`config.mk`:
```
export PLATFORM = sky130hd
export DESIGN_NAME = apb_master_ms
export DESIGN_NICKNAME = d
export VERILOG_FILES = /design/src/rtl/apb_master_ms_pkg.sv /design/src/rtl/apb_slave_decode.sv /design/src/rtl/apb_master_ms.sv
export SDC_FILE = /design/constraint.sdc
export NUM_CORES = 1
export LEC_CHECK = 0
export CAP_MARGIN = 20
export CORE_AREA = 2 2 125 127
export DETAILED_ROUTE_END_ITERATION = 8
export DIE_AREA = 0 0 127 129
export GPL_ROUTABILITY_DRIVEN = 0
export GPL_TIMING_DRIVEN = 0
export PLACE_DENSITY = 0.73
export SLEW_MARGIN = 20
export SYNTH_ARGS = -nofsm -noshare
export SYNTH_HDL_FRONTEND = slang
export SYNTH_HIERARCHICAL = 1
export SYNTH_SLANG_ARGS = --single-unit
```
`constraint.sdc`:
```
create_clock -name i_clk_apb -period 5.08 [get_ports i_clk_apb]
set_input_delay 0.508 -clock i_clk_apb [delete_from_list [all_inputs] [get_ports i_clk_apb]]
set_output_delay 0.508 -clock i_clk_apb [all_outputs]
set_load 0.005 [all_outputs]
```
`src/rtl/apb_master_ms_pkg.sv`:
```
`default_nettype none
// ============================================================================
//  Module   : apb_master_ms_pkg
//  Purpose  : Shared types for the multi-slave APB4 master bridge.
//             - state_e : transfer sequencer states
//             - resp_e  : 2-bit response code returned to the requester
//  Revision : 1.0  initial release
// ============================================================================
package apb_master_ms_pkg;

  typedef enum logic [1:0] {
    IDLE   = 2'd0,
    SETUP  = 2'd1,
    ACCESS = 2'd2,
    DERR   = 2'd3
  } state_e;

  typedef enum logic [1:0] {
    RESP_OK      = 2'b00,
    RESP_SLVERR  = 2'b01,
    RESP_DECERR  = 2'b10,
    RESP_TIMEOUT = 2'b11
  } resp_e;

  // Width of an index/counter field that must hold at least one bit.
  function automatic int clog2_min1(input int value);
    return (value > 1) ? $clog2(value) : 1;
  endfunction

endpackage
`default_nettype wire

```
`src/rtl/apb_slave_decode.sv`:
```
`default_nettype none
// ============================================================================
//  Module   : apb_slave_decode
//  Purpose  : Combinational slave decode for apb_master_ms.
//             - Range check of the slave-index field of a new request.
//             - One-hot PSEL vector and prdata/pready/pslverr mux for the
//               index captured for the transfer in flight.
//  Ports    : i_sel_field  slave-index field of the incoming request address
//             i_idx        captured index of the transfer in flight
//             i_prdata/i_pready/i_pslverr  per-slave APB return buses
//             o_in_range   i_sel_field addresses an existing slave
//             o_sel        one-hot select for i_idx
//             o_prdata/o_pready/o_pslverr  return signals of slave i_idx
//  Revision : 1.0  initial release
// ============================================================================
module apb_slave_decode #(
  parameter int NUM_SLAVES = 4,
  parameter int DATA_WIDTH = 32,
  parameter int SEL_W      = 2
) (
  input  logic [SEL_W-1:0]                 i_sel_field,
  input  logic [SEL_W-1:0]                 i_idx,
  input  logic [NUM_SLAVES*DATA_WIDTH-1:0] i_prdata,
  input  logic [NUM_SLAVES-1:0]            i_pready,
  input  logic [NUM_SLAVES-1:0]            i_pslverr,
  output logic                             o_in_range,
  output logic [NUM_SLAVES-1:0]            o_sel,
  output logic [DATA_WIDTH-1:0]            o_prdata,
  output logic                             o_pready,
  output logic                             o_pslverr
);

  // One extra bit so NUM_SLAVES itself is representable (e.g. 4 in a 2-bit field).
  localparam logic [SEL_W:0] NUM_SLAVES_W = (SEL_W+1)'(NUM_SLAVES);

  assign o_in_range = ({1'b0, i_sel_field} < NUM_SLAVES_W);

  always_comb begin
    o_sel     = '0;
    o_prdata  = '0;
    o_pready  = 1'b0;
    o_pslverr = 1'b0;
    for (int k = 0; k < NUM_SLAVES; k++) begin
      if (i_idx == SEL_W'(k)) begin
        o_sel[k]  = 1'b1;
        o_prdata  = i_prdata[k*DATA_WIDTH +: DATA_WIDTH];
        o_pready  = i_pready[k];
        o_pslverr = i_pslverr[k];
      end
    end
  end

endmodule
`default_nettype wire

```
`src/rtl/apb_master_ms.sv`:
```
`default_nettype none
// ============================================================================
//  Module   : apb_master_ms
//  Purpose  : APB4 master bridge with multi-slave select, address decode and
//             wait-state timeout. One request (valid/ready) becomes one APB
//             SETUP/ACCESS transfer; every accepted request returns a
//             registered response pulse with a 2-bit code.
//  Ports    : i_clk_apb, i_rst_apb (sync, active-high)
//             request : i_valid, i_rd0_wr1, i_addr, i_wr_data, i_wr_strb, o_ready
//             response: o_rd_valid, o_wr_done, o_rd_data, o_resp
//             APB     : o_psel, o_penable, o_pwrite, o_paddr, o_pwdata,
//                       o_pstrb, i_prdata, i_pready, i_pslverr
//  Revision : 1.0  initial release
// ============================================================================
module apb_master_ms
  import apb_master_ms_pkg::*;
#(
  parameter int DATA_WIDTH     = 32,
  parameter int ADDR_WIDTH     = 32,
  parameter int NUM_SLAVES     = 4,
  parameter int SEL_LSB        = 12,
  parameter int TIMEOUT_CYCLES = 16
) (
  input  logic                             i_clk_apb,
  input  logic                             i_rst_apb,
  input  logic                             i_valid,
  input  logic                             i_rd0_wr1,
  input  logic [ADDR_WIDTH-1:0]            i_addr,
  input  logic [DATA_WIDTH-1:0]            i_wr_data,
  input  logic [DATA_WIDTH/8-1:0]          i_wr_strb,
  output logic                             o_ready,
  output logic                             o_rd_valid,
  output logic                             o_wr_done,
  output logic [DATA_WIDTH-1:0]            o_rd_data,
  output logic [1:0]                       o_resp,
  output logic [NUM_SLAVES-1:0]            o_psel,
  output logic                             o_penable,
  output logic                             o_pwrite,
  output logic [ADDR_WIDTH-1:0]            o_paddr,
  output logic [DATA_WIDTH-1:0]            o_pwdata,
  output logic [DATA_WIDTH/8-1:0]          o_pstrb,
  input  logic [NUM_SLAVES*DATA_WIDTH-1:0] i_prdata,
  input  logic [NUM_SLAVES-1:0]            i_pready,
  input  logic [NUM_SLAVES-1:0]            i_pslverr
);

  localparam int STRB_W = DATA_WIDTH / 8;
  localparam int SEL_W  = clog2_min1(NUM_SLAVES);
  localparam int TO_W   = clog2_min1(TIMEOUT_CYCLES + 1);

  state_e                  state_q, state_d;
  logic                    ready_q, ready_d;
  logic [ADDR_WIDTH-1:0]   addr_q, addr_d;
  logic [DATA_WIDTH-1:0]   wdata_q, wdata_d;
  logic [STRB_W-1:0]       strb_q, strb_d;
  logic                    write_q, write_d;
  logic [SEL_W-1:0]        idx_q, idx_d;
  logic [TO_W-1:0]         cnt_q, cnt_d;
  logic                    rd_valid_q, rd_valid_d;
  logic                    wr_done_q, wr_done_d;
  logic [1:0]              resp_q, resp_d;
  logic [DATA_WIDTH-1:0]   rd_data_q, rd_data_d;

  logic                    req_in_range;
  logic [NUM_SLAVES-1:0]   sel_onehot;
  logic [DATA_WIDTH-1:0]   sel_prdata;
  logic                    sel_pready;
  logic                    sel_pslverr;
  logic                    accept;
  logic                    timeout_hit;
  logic                    done;

  apb_slave_decode #(
    .NUM_SLAVES (NUM_SLAVES),
    .DATA_WIDTH (DATA_WIDTH),
    .SEL_W      (SEL_W)
  ) u_decode (
    .i_sel_field (i_addr[SEL_LSB +: SEL_W]),
    .i_idx       (idx_q),
    .i_prdata    (i_prdata),
    .i_pready    (i_pready),
    .i_pslverr   (i_pslverr),
    .o_in_range  (req_in_range),
    .o_sel       (sel_onehot),
    .o_prdata    (sel_prdata),
    .o_pready    (sel_pready),
    .o_pslverr   (sel_pslverr)
  );

  // o_ready is registered, so it is only ever high while the FSM sits in IDLE.
  assign accept = i_valid & ready_q;

  // Fires on the ACCESS cycle in which the count would reach TIMEOUT_CYCLES.
  assign timeout_hit = (TIMEOUT_CYCLES != 0) && (cnt_q == TO_W'(TIMEOUT_CYCLES - 1));

  always_comb begin
    state_d    = state_q;
    addr_d     = addr_q;
    wdata_d    = wdata_q;
    strb_d     = strb_q;
    write_d    = write_q;
    idx_d      = idx_q;
    cnt_d      = cnt_q;
    resp_d     = resp_q;
    rd_data_d  = rd_data_q;
    done       = 1'b0;

    case (state_q)
      IDLE: begin
        if (accept) begin
          addr_d  = i_addr;
          wdata_d = i_wr_data;
          strb_d  = i_rd0_wr1 ? i_wr_strb : '0;
          write_d = i_rd0_wr1;
          idx_d   = i_addr[SEL_LSB +: SEL_W];
          state_d = req_in_range ? SETUP : DERR;
        end
      end
      SETUP: begin
        cnt_d   = '0;
        state_d = ACCESS;
      end
      ACCESS: begin
        // A ready slave takes priority over a timeout in the same cycle.
        if (sel_pready) begin
          done    = 1'b1;
          state_d = IDLE;
          resp_d  = sel_pslverr ? RESP_SLVERR : RESP_OK;
          if (!write_q) rd_data_d = sel_prdata;
        end else if (timeout_hit) begin
          done    = 1'b1;
          state_d = IDLE;
          resp_d  = RESP_TIMEOUT;
          if (!write_q) rd_data_d = '0;
        end else begin
          cnt_d = cnt_q + TO_W'(1);
        end
      end
      DERR: begin
        done    = 1'b1;
        state_d = IDLE;
        resp_d  = RESP_DECERR;
        if (!write_q) rd_data_d = '0;
      end
      default: state_d = IDLE;
    endcase

    rd_valid_d = done & ~write_q;
    wr_done_d  = done &  write_q;
    ready_d    = (state_d == IDLE);
  end

  always_ff @(posedge i_clk_apb) begin
    if (i_rst_apb) begin
      state_q    <= IDLE;
      ready_q    <= 1'b0;
      addr_q     <= '0;
      wdata_q    <= '0;
      strb_q     <= '0;
      write_q    <= 1'b0;
      idx_q      <= '0;
      cnt_q      <= '0;
      rd_valid_q <= 1'b0;
      wr_done_q  <= 1'b0;
      resp_q     <= '0;
      rd_data_q  <= '0;
    end else begin
      state_q    <= state_d;
      ready_q    <= ready_d;
      addr_q     <= addr_d;
      wdata_q    <= wdata_d;
      strb_q     <= strb_d;
      write_q    <= write_d;
      idx_q      <= idx_d;
      cnt_q      <= cnt_d;
      rd_valid_q <= rd_valid_d;
      wr_done_q  <= wr_done_d;
      resp_q     <= resp_d;
      rd_data_q  <= rd_data_d;
    end
  end

  assign o_ready    = ready_q;
  assign o_rd_valid = rd_valid_q;
  assign o_wr_done  = wr_done_q;
  assign o_rd_data  = rd_data_q;
  assign o_resp     = resp_q;
  assign o_psel     = ((state_q == SETUP) || (state_q == ACCESS)) ? sel_onehot : '0;
  assign o_penable  = (state_q == ACCESS);
  assign o_pwrite   = write_q;
  assign o_paddr    = addr_q;
  assign o_pwdata   = wdata_q;
  assign o_pstrb    = strb_q;

endmodule
`default_nettype wire
```
==> results of run 1 <==
==> cell type report <==
type	instances	share of cell area [%]
timing repair buffer	317	35.40
multi-input combinational	343	27.07
clock buffer	19	5.053
clock inverter	13	1.535
tap	188	2.624
buffer	41	2.834
inverter	6	0.2513
sequential	113	25.24
==> where the power goes <==
group          leakage (nW)  total (mW)  switching, mW  internal [mW]
sequential            0.917        1.10         0.0801           1.02
clock                 0.285        1.18          0.432          0.746
combinational          2.04        1.05          0.444          0.610
total                  3.24        3.33          0.956           2.38
==> sequential cells by signal (all words and copies together), names as in the netlist, 2 cells and up <==
signal,count
o_rd_data,32
o_pwdata,32
o_pstrb,4
o_resp,2
state_q,2
o_paddr,32
cnt_q,5
==> Yosys cell counts (all sizes together) (4+ instances only) <==
| cell | n |
|---|---|
| and2 | 6 |
| nand3 | 6 |
| a21oi | 73 |
| o21ai | 5 |
| inv | 6 |
| ha | 8 |
| buf | 30 |
| dfxtp | 113 |
| mux4 | 34 |
| a22o | 32 |
| nor3b | 4 |
| nand2 | 139 |
| clkbuf | 11 |
| nor2 | 6 |
==> path summary, 6_finish.rpt <==
check | end | start | slack (ns) | cells past startpoint
setup / recovery | o_psel[3] | o_paddr[13]$_SDFFE_PP0P_ | 2.34 | 5
hold / removal | o_pstrb[1]$_SDFFE_PP0P_ | o_pstrb[1]$_SDFFE_PP0P_ | 0.45 | 2
setup reg to reg | o_rd_data[29]$_SDFFE_PP0P_ | o_paddr[12]$_SDFFE_PP0P_ | 2.72 | 7
hold reg to reg | o_pstrb[1]$_SDFFE_PP0P_ | o_pstrb[1]$_SDFFE_PP0P_ | 0.45 | 2
==> logic make-up after synthesis <==
kind of cell	Yosys count	share of synthesized area (%)
buffers and inverters	47	5.569
other	1	0.07553
AO/OA/AOI/OAI	123	15.90
AND/OR/NAND/NOR	176	15.25
flip-flops	113	45.56
multiplexers	35	15.62
adder cells (fa/ha/maj)	8	2.016
==> routing by layer <==
layer  wire (um)  track usage, %
met1        7343           25.01
met2        9517           39.37
met3        1780           9.439
met4         459           8.597
met5           0               0
==> worst max-delay path, cell delays in order (launching register included) <==
cell and delay, ns:
dfxtp_1 0.40, buf_2 0.34, buf_2 0.31, and2_1 0.15, and2_1 0.11, clkdlybuf4s50_1 0.51
==> metrics by stage <==
| step | setup slack (ns) | hold WS, ns | power, mW |
|---|---|---|---|
| 2_1_floorplan | 3.097 | 0.4483 | 1.592 |
| 3_3_place_gp | 2.596 | 0.4384 | 2.172 |
| 3_5_place_dp | 2.589 | 0.4462 | 2.180 |
| 4_1_cts | 2.267 | 0.4508 | 3.367 |
| 5_1_grt | 2.174 | 0.4642 | 3.498 |
| 6_report | 2.338 | 0.4499 | 3.334 |
==> reports/results.ini, run 1 <==
[floorplanning]
die_area_um2=16380
die_w_um=127
rows=45
die_y_um=129
start_util_pct=33.15
core-area_um2=14980
pin_count=319

[route]
dr.pass1.iters=5
final_antenna_net_count=0
route.vias.total=5101
routed_wl_um=19100
routed_via_density=4.905
drtIter0Drc=193
drc=0
wl_per_cell_um=18.37

[clocking]
h-tree-depth=4
clock_path_buffers=2
cts_num_sinks=113
clk_pin_slew_worst_paths_ns=0.05
numCtsBuffers=17
hold_buffers=0
postCtsSetupBuffers=0
root_buffer=clkbuf_16
postCtsResizedCells=0
cts_tree=built
clk_latency_ns=0.41

[sta]
min_period_over_period_pct=53.97
slew_headroom_pct=55.75
skew_ns=0.004521
hold_viol_final=0
tightestPinTransition_ns=0.6637
finalMaxSlewViolations=0
tns_ns=0
rsz0062_at_grt=false
setup_viol=0
layout_min_cycle_time_ns=2.742
max_freq_mhz=364.7

[layout]
final_area_um2=8964
drive_above_1_share_pct=11.62
layout_common_cells=317 x clkdlybuf4s50_1, 139 x nand2_1, 113 x dfxtp_1, 73 x a21oi_1, 34 x mux4_2
regArea_um2=2262
final_common_cell=clkdlybuf4s50_1
num-fill-cells=1347
antennaDiodeCount=0
instances_no_fill=1040
nNetsFinal=1055
multi_input_area_um2=2426
areaGrowthSynthToFinish_pct=80.54
fin_util_pct=59.85

[logic_synthesis]
syn_avg_cell_area_um2=9.870
synth_area_leaders=dfxtp_1 46%, mux4_2 15%, nand2_1 11%
synth_cells=503
yosys.cell_types.count=43
synth_warnings=6
synth-seq-cells=113
synth_top_cell_area_share_pct=45.56
ys_async_sr_fraction_pct=0
ys.flop_type=dfxtp_1
synth_edf_count=0
ys_seq_area_share_pct=45.56
yosysTopAreaCell=dfxtp_1
synthesis.nets=719
syn_area_um2=4965

[critical_path]
critPathArrivalTime_ns=2.23
required_ns=4.57
critical_path_class=reg2out
worstSetupStartpointType=flop
path_max_fanout=10
cp-end-kind=output port

[grt]
grt_pass1_wl_um=28100
grt-ovfl-total=0
first_global_vias=5094
grt_use_total_pct=22.72
grt_start_max_net_pins=17
antenna_found_initial=0

[power]
irDropWorstVdd_uv=241.8
powerDensity_nw_per_um2=371.9
leakage_nw=3.241

[place]
placed_cells=1008
placed_area_um2=8373
portBuffers=317
hpwl_um=14950

[job]
max_cap_violations=0

[worst_hold_path]
hp-class=reg2reg

[status]
status=complete, no violations

No activity file was read; power rests on OpenSTA's default activity.
==> run 2, diff against run 1 <==
--- a/config.mk
+++ b/config.mk
@@ -6,12 +6,12 @@
 export NUM_CORES = 1
 export LEC_CHECK = 0
 export CAP_MARGIN = 20
-export CORE_AREA = 2 2 125 127
+export CORE_AREA = 2 2 133 109
 export DETAILED_ROUTE_END_ITERATION = 8
-export DIE_AREA = 0 0 127 129
+export DIE_AREA = 0 0 135 111
 export GPL_ROUTABILITY_DRIVEN = 0
 export GPL_TIMING_DRIVEN = 0
-export PLACE_DENSITY = 0.73
+export PLACE_DENSITY = 0.8
 export SLEW_MARGIN = 20
 export SYNTH_ARGS = -nofsm -noshare
 export SYNTH_HDL_FRONTEND = slang
==> constraint.sdc (replaced) <==
create_clock -name i_clk_apb -period 2.85 [get_ports i_clk_apb]
set_input_delay 0.285 -clock i_clk_apb [delete_from_list [all_inputs] [get_ports i_clk_apb]]
set_output_delay 0.285 -clock i_clk_apb [all_outputs]
set_load 0.005 [all_outputs]
==> run 2 against run 1 <==
Against the previous run:
- wire length is 3.0% lower
- design area hardly changed
- critical path type unchanged
- clock skew is 0.0050 ns higher
==> reports/results.ini, run 2 (synthesized netlist as in run 1, its figures left out) <==
[worst_hold_path]
hold_end=o_pwdata[29]$_SDFFE_PP0P_
hp-class=in2reg
hp-start=i_wr_data[29]
min_path_cells=3

[sta]
setup_slack_ns=0.3151
tightestPinTransition_ns=0.5843
finalMaxSlewViolations=0
min_period_over_period_pct=88.94
whs_ns=0.4203
rsz0062_at_grt=false
tns_ns=0
setup_viol=0
hold_viol_final=0
max_freq_mhz=394.5
slew_headroom_pct=61.05
layout_min_cycle_time_ns=2.535
skew_ns=0.009471

[power]
internal-power_mw=4.359
irDropWorstVdd_uv=485.0
combPwrFrac_pct=31.1
power.switching_mw=1.660
powerDensity_nw_per_um2=671.2
finalPower_mw=6.020
clkPwrFrac_pct=36.3
p_seq_share_pct=32.6
p_sw_share_pct=27.58
leakage_nw=3.246

[grt]
antenna_found_initial=0
grt_pass1_wl_um=28010
grt_start_max_net_pins=17
grt-ovfl-total=0
first_global_vias=5118
grt_use_total_pct=24.52

[clocking]
clk_latency_ns=0.41
root_buffer=clkbuf_16
hold_buffers=0
clock_path_buffers=2
h-tree-depth=4
cts_tree=built
cts_num_sinks=113
postCtsSetupBuffers=0
postCtsResizedCells=0
numCtsBuffers=17
clk_pin_slew_worst_paths_ns=0.06

[layout]
fin_util_pct=64.72
instances_no_fill=1035
final_area_um2=8969
areaGrowthSynthToFinish_pct=80.65
antennaDiodeCount=0
final_common_cell=clkdlybuf4s50_1
nNetsFinal=1055
layout_common_cells=317 x clkdlybuf4s50_1, 139 x nand2_1, 113 x dfxtp_1, 73 x a21oi_1, 34 x mux4_2
drive_above_1_share_pct=11.16

[place]
hpwl_um=14240
portBuffers=317
pre_cts_ws_ns=0.5271
placed_cells=1004
placed_area_um2=8368

[floorplanning]
core-area_um2=13860
die_area_um2=14990
die_y_um=111
rows=39
die_w_um=135
start_util_pct=35.83
pin_count=319

[critical_path]
cp_common_cell=buf_2
path_max_fanout=10
critPathArrivalTime_ns=2.25
required_ns=2.57
reg2reg_depth=7
cp-end-kind=output port
cp_slowest_stage_delay_ns=0.51
worstSetupStartpointType=flop
reg2reg_slack_ns=0.49
worstPathCellList=buf_2 -> buf_2 -> nor2b_1 -> and2_1 -> clkdlybuf4s50_1
r2r_start=o_paddr[12]$_SDFFE_PP0P_
critical_path_class=reg2out
startpoint=o_paddr[13]$_SDFFE_PP0P_
slowest_stage=clkdlybuf4s50_1
r2r-end=o_rd_data[25]$_SDFFE_PP0P_

[route]
route.vias.total=5069
dr.pass1.iters=7
final_antenna_net_count=0
drtIter0Drc=270
routed_wl_um=18520
met2WireLength_um=9018
routed_via_density=4.898
met1Wirelength_um=7365
wl_met3_um=1805
wl_per_cell_um=17.89
drc=0
dr.max_layer_used=met4

[status]
status=complete, no violations

[job]
max_cap_violations=0

run 2: cell types whose count changed in the layout (fill, tap and decap cells not counted):
| cell | change |
|---|---|
| clkinvlp_4 | -1 |
| clkbuf_8 | -2 |
| clkinv_4 | -3 |
| bufinv_16 | +2 |
| clkbuf_1 | +3 |
run 2: layout make-up:
class                   instances  area [um^2]
fillers                      1135         4890
repair buffers                317         3173
multi-input cells             343         2426
flip-flops and latches        113         2262
clock buffers                  20        436.7
plain buffers                  41        254.0
well taps                     184        230.2
clock inverters                11        163.9
inverters                       6        22.52
run 2: worst max path at each step:
stage	end	slack (ns)
2_1_floorplan	o_rd_data[10]$_SDFFE_PP0P_	0.87
3_3_place_gp	o_rd_data[13]$_SDFFE_PP0P_	0.54
3_5_place_dp	o_rd_data[15]$_SDFFE_PP0P_	0.53
4_1_cts	o_psel[2]	0.22
5_1_grt	o_psel[2]	0.15
6_report	o_psel[2]	0.32
run 2: worst max-delay path, delay by kind of cell (launching register included):
family | cells | cell delay [ns]
buffers and inverters | 3 | 1.13
AND/OR/NAND/NOR | 2 | 0.27
flip-flops | 1 | 0.44
run 2: power groups by stage:
stage	combinational, mW	clock (mW)	sequential, mW
after floorplan	0.840	0	2.00
after global placement	1.86	0	1.98
after detailed placement	1.87	0	2.00
after CTS	1.89	2.23	1.96
after global routing	2.02	2.30	1.99
final	1.87	2.19	1.96
run 2: metal layers:
metal	GRT usage, %	vias to the layer above
li1	-	2459
met1	27.49	2368
met2	42.00	220
met3	11.07	22
met4	6.875	0
met5	0	-
==> run 3, diff against run 2 <==
--- a/config.mk
+++ b/config.mk
@@ -12,6 +12,7 @@
 export GPL_ROUTABILITY_DRIVEN = 0
 export GPL_TIMING_DRIVEN = 0
 export PLACE_DENSITY = 0.8
+export SKIP_LAST_GASP = 1
 export SLEW_MARGIN = 20
 export SYNTH_ARGS = -nofsm -noshare
 export SYNTH_HDL_FRONTEND = slang
==> results of run 3 <==
The final DEF is identical to that of run 2; final timing and power are the same.
